===== src/rtl/bank_write_ctrl.sv =====
// ============================================================================
// Module      : bank_write_ctrl
// Description : Decodes CPU writes in the $FFxx window into a shared data bus
//               and per-register enable pulses, with a key-unlocked bank path.
//               Optional feature macro: BANK_READBACK_EN (register readback).
// Revision    : 1.0 - initial release
// ============================================================================
`default_nettype none

module bank_write_ctrl #(
  parameter logic [3:0] BASE    = 4'h4,
  parameter logic [7:0] KEY1    = 8'h55,
  parameter logic [7:0] KEY2    = 8'hAA,
  parameter int unsigned TIMEOUT = 4095
) (
  input  logic       clock,
  input  logic       reset,
  input  logic       strobe,
  input  logic       io_sel,
  input  logic [7:0] addr,
  input  logic       rw,
  input  logic [7:0] data_in,
  input  logic [7:0] q_ctrl,
  input  logic [7:0] q_lo,
  input  logic [7:0] q_hi,
  output logic [7:0] reg_d,
  output logic       ctrl_en,
  output logic       lo_en,
  output logic       hi_en,
  output logic       unlocked,
  output logic [7:0] data_out,
  output logic       data_oe
);

  typedef enum logic [1:0] {
    ST_LOCKED   = 2'd0,
    ST_ARMED    = 2'd1,
    ST_UNLOCKED = 2'd2
  } state_t;

  localparam logic [15:0] TIMER_LOAD = 16'(TIMEOUT);

  state_t      r_state, w_state_nxt;
  logic [15:0] r_timer, w_timer_nxt;
  logic [7:0]  r_reg_d, w_reg_d_nxt;
  logic        r_ctrl_en, r_lo_en, r_hi_en, r_unlocked;
  logic        w_ctrl_en_nxt, w_lo_en_nxt, w_hi_en_nxt;

  logic       w_in_window;
  logic       w_hit;
  logic       w_wr;
  logic [1:0] w_off;
  logic       w_key_wr;
  logic       w_bank_wr;

  assign w_in_window = io_sel && (addr[7:4] == BASE) && (addr[3:2] == 2'b00);
  assign w_hit       = strobe && w_in_window;
  assign w_wr        = w_hit && !rw;
  assign w_off       = addr[1:0];
  assign w_key_wr    = w_wr && (w_off == 2'd3);
  assign w_bank_wr   = w_wr && ((w_off == 2'd1) || (w_off == 2'd2)) &&
                       (r_state == ST_UNLOCKED);

  always_comb begin
    w_state_nxt = r_state;
    w_timer_nxt = r_timer;
    unique case (r_state)
      ST_LOCKED: begin
        w_timer_nxt = '0;
        if (w_key_wr && (data_in == KEY1)) begin
          w_state_nxt = ST_ARMED;
        end
      end
      ST_ARMED: begin
        w_timer_nxt = '0;
        if (w_wr) begin
          if (w_key_wr && (data_in == KEY2)) begin
            w_state_nxt = ST_UNLOCKED;
            w_timer_nxt = TIMER_LOAD;
          end else begin
            w_state_nxt = ST_LOCKED;
          end
        end
      end
      ST_UNLOCKED: begin
        // A bank write on the expiry cycle keeps the window open.
        if (w_key_wr) begin
          w_state_nxt = ST_LOCKED;
          w_timer_nxt = '0;
        end else if (w_bank_wr) begin
          w_timer_nxt = TIMER_LOAD;
        end else if (r_timer <= 16'd1) begin
          w_state_nxt = ST_LOCKED;
          w_timer_nxt = '0;
        end else begin
          w_timer_nxt = r_timer - 16'd1;
        end
      end
      default: begin
        w_state_nxt = ST_LOCKED;
        w_timer_nxt = '0;
      end
    endcase
  end

  always_comb begin
    w_ctrl_en_nxt = w_wr && (w_off == 2'd0);
    w_lo_en_nxt   = w_bank_wr && (w_off == 2'd1);
    w_hi_en_nxt   = w_bank_wr && (w_off == 2'd2);
    w_reg_d_nxt   = r_reg_d;
    if (w_ctrl_en_nxt || w_bank_wr) begin
      w_reg_d_nxt = data_in;
    end
  end

  always_ff @(posedge clock) begin
    if (reset) begin
      r_state    <= ST_LOCKED;
      r_timer    <= '0;
      r_reg_d    <= '0;
      r_ctrl_en  <= 1'b0;
      r_lo_en    <= 1'b0;
      r_hi_en    <= 1'b0;
      r_unlocked <= 1'b0;
    end else begin
      r_state    <= w_state_nxt;
      r_timer    <= w_timer_nxt;
      r_reg_d    <= w_reg_d_nxt;
      r_ctrl_en  <= w_ctrl_en_nxt;
      r_lo_en    <= w_lo_en_nxt;
      r_hi_en    <= w_hi_en_nxt;
      r_unlocked <= (w_state_nxt == ST_UNLOCKED);
    end
  end

  assign reg_d    = r_reg_d;
  assign ctrl_en  = r_ctrl_en;
  assign lo_en    = r_lo_en;
  assign hi_en    = r_hi_en;
  assign unlocked = r_unlocked;

`ifdef BANK_READBACK_EN
  logic [7:0] w_rd_mux;

  always_comb begin
    unique case (w_off)
      2'd0:    w_rd_mux = q_ctrl;
      2'd1:    w_rd_mux = q_lo;
      2'd2:    w_rd_mux = q_hi;
      default: w_rd_mux = {7'b0, r_unlocked};
    endcase
  end

  assign data_oe  = w_in_window && rw;
  assign data_out = w_rd_mux;
`else
  logic w_unused_q;
  assign w_unused_q = ^{q_ctrl, q_lo, q_hi};

  assign data_oe  = 1'b0;
  assign data_out = 8'h00;
`endif

endmodule

`default_nettype wire


===== config.mk =====
export PLATFORM = sky130hd
export DESIGN_NAME = bank_write_ctrl
export DESIGN_NICKNAME = d
export VERILOG_FILES = /design/src/rtl/bank_write_ctrl.sv
export SDC_FILE = /design/constraint.sdc
export NUM_CORES = 1
export LEC_CHECK = 0
export ABC_AREA = 1
export CORE_MARGIN = 4
export CORE_UTILIZATION = 30
export CTS_CLUSTER_DIAMETER = 120
export CTS_CLUSTER_SIZE = 14
export DETAILED_ROUTE_END_ITERATION = 12
export PLACE_DENSITY = 0.55
export REMOVE_ABC_BUFFERS = 1
export SYNTH_ARGS = -nofsm -noshare
export SYNTH_HDL_FRONTEND = slang
export SYNTH_SLANG_ARGS = --single-unit

===== constraint.sdc =====
create_clock -name clock -period 3.35 [get_ports clock]
set_input_delay 0.67 -clock clock [delete_from_list [all_inputs] [get_ports clock]]
set_output_delay 0.67 -clock clock [all_outputs]
set_load 0.1 [all_outputs]

==> out/qor.yml <==
pwr_density_cell_nw_per_um2: 346
path_max_fanout: 12
critPathLaunchType: "input port"
p_leak_nw: 1.02
core_um2: 5960
firstDrtPassIters: 4
max_slew_margin: 0.352
final_common_cell: "nand2_1"
hold_path_startpoint: "reg_d[5]"
netlist.area_leader.share: 0.323
cts.clk_slew.worst_paths_ps: 60
status: "finished clean"
dieArea_um2: 7530
overflow: 0
mostFrequentLayoutCells: "nand2_1, inv_1, nor2_1, dfxtp_1, clkdlybuf4s50_1"
grt_start_max_net_pins: 16
postPlaceCellArea_um2: 2160
peakVddDrop_v: 0.000125
num_vias: 1532
die_y_um: 86.8
post-route-util: 0.381
pwr-share-seq: 0.454
pwr-share-clk: 0.433
numCtsBuffers: 5
fin_crit_ps: 2400
worst_ep_arrival_time_ps: 2600
drt_iter0_drc: 68
wirelength_um: 3900
final_nets: 338
worstReg2RegStart: "r_state[0]"
io_pins: 66
syn_area_per_cell_um2: 7.41
initial_utilization: 0.312
synth_seq_cells: 30
syn_to_final_growth_pct: 21.9
fmax_mhz: 416
first_global_vias: 1471
ant_nets: 0
cts_hold_buf: 0
avgViaCountPerCell: 4.27
synth_cell_types: 29
syn-instance-count: 251
rows: 28
grt_usage: 0.114
min_path_type: "flop to flop"
p_int_w: 0.000590
ff2ff_setup_slack_ps: 1570
post-cts-setup-buffer-count: 0
fin_hold_ws_ps: 504
p_sw_w: 0.000196
place_congestion: 0.793
setup_viol: 0
end_kind: "flop"
clockBufferDepth: 2
wl_per_cell_um: 10.9
max-cap-violations: 0
ff2ff_path_depth: 10
layout-drive-gt1-share: 0.183
antenna_cells: 0
min_to: "reg_d[5]"
critical_path_class: "input port to flop"
route.detailed.drc: 0
finalHoldViolations: 0
yosysWarnings: 0
grt_setup_unrepaired: "false"
io_buffers: 32
antenna_found_initial: 0
cts_resized: 0
maxSlewViolCount: 0
cts_tree: "built"
swShare: 0.249
insertion_delay_ps: 280
r2r-end: "r_timer[0]"
finalCritPeriodShare: 0.717
syn-cell-area_um2: 1860
fillers: 663
worst_ep_required_time_ps: 3540
die_w_um: 86.8
postLayoutCellArea_um2: 2270
fin_tns_setup_ps: 0
ys_seq_area_frac: 0.323
hold_depth: 2
yosys.area.top_type: "dfxtp_1"
skew_ps: 4.11
combinationalPowerShare: 0.113
cts_num_sinks: 30
htreeDepth: 2
dp_hpwl_um: 3010
netlist_top_cells_area: "dfxtp_1, nand2_1, inv_1, ha_1, nor2_1"
grt_pass1_wl_um: 6790
tightestPinTransition_ps: 969
root_buffer: "clkbuf_8"
## per-layer routing
layer | vias up | part of all wire | global-route usage | wire [µm]
met4 | 0 | 0.016 | 0.0425 | 63
li1 | 839 | - | - | -
met5 | - | 0 | 0 | 0
met2 | 23 | 0.45 | 0.176 | 1750
met3 | 5 | 0.045 | 0.0371 | 177
met1 | 665 | 0.49 | 0.149 | 1910
## cell type report
cell class,count,area [µm²],share of cell area
tap,75,93.8,0.0414
timing repair buffer,32,298,0.131
multi-input combinational,178,1030,0.454
sequential,30,601,0.265
inverter,36,136,0.0601
clock buffer,8,110,0.0485
## kinds of logic (layout without fill, tap and decap cells)
group,Yosys count,in the layout,share of synthesized area
buffers and inverters,51,76,0.140
other,1,9,0.00202
adder cells (fa/ha/maj),10,10,0.0672
AND/OR/NAND/NOR,105,105,0.257
AO/OA/AOI/OAI,45,45,0.169
XOR/XNOR,9,9,0.0424
flip-flops,30,30,0.323
## state kept, by name (all words and copies together), names as in the netlist
signal	cells
r_timer	16
reg_d	8
r_state	2
ctrl_en	1
hi_en	1
lo_en	1
unlocked	1
## power by group through the flow
stage | combinational [W] | clock [W] | sequential, W
after floorplan | 0.0000577 | 0 | 0.000365
after global placement | 0.0000892 | 0 | 0.000365
after detailed placement | 0.0000890 | 0 | 0.000365
after CTS | 0.0000892 | 0.000352 | 0.000357
after global routing | 0.0000937 | 0.000369 | 0.000356
final | 0.0000890 | 0.000340 | 0.000357
## critical path, stage by stage
cell	delay [ps]
clkdlybuf4s50_1	520
inv_1	80
ha_1	280
nand2_1	50
inv_1	60
nand2_2	170
nand2_1	140
nand2_2	80
inv_2	240
o21ai_0	150
a21oi_1	150
## Yosys cell counts
library cell / count
o21ai_0: 10
o21ai_1: 1
nand3_1: 12
nand2_2: 3
o21bai_1: 1
nand3b_1: 1
nor2_2: 2
a21oi_1: 10
nor3_2: 2
inv_2: 1
inv_1: 34
nor2_1: 33
nor3_1: 5
o21ai_2: 10
buf_4: 9
a21oi_2: 13
nand2_1: 39
clkbuf_1: 2
nand2_4: 1
buf_6: 3
clkinv_2: 1
nor2_4: 1
xor2_1: 9
conb_1: 1
ha_1: 10
nand3_2: 1
nand4_1: 5
buf_8: 1
dfxtp_1: 30
## worst max-delay path by stage
stage / from / to / slack [ps] / cells after the start
2_1_floorplan: addr[0] / r_timer[2] / 1460 / 10
3_3_place_gp: addr[0] / r_timer[2] / 670 / 11
3_5_place_dp: addr[0] / r_timer[0] / 640 / 11
4_1_cts: addr[0] / r_timer[0] / 930 / 11
5_1_grt: addr[0] / r_timer[0] / 690 / 11
6_report: addr[0] / r_timer[0] / 950 / 11
## stage by stage
stage	total power, W	worst slack, ps	std cells
2_1_floorplan	0.000423	1460	244
3_3_place_gp	0.000454	671	351
3_5_place_dp	0.000454	641	351
4_1_cts	0.000798	932	359
5_1_grt	0.000819	694	359
6_report	0.000786	947	359
No activity file was read; power rests on OpenSTA's default activity.
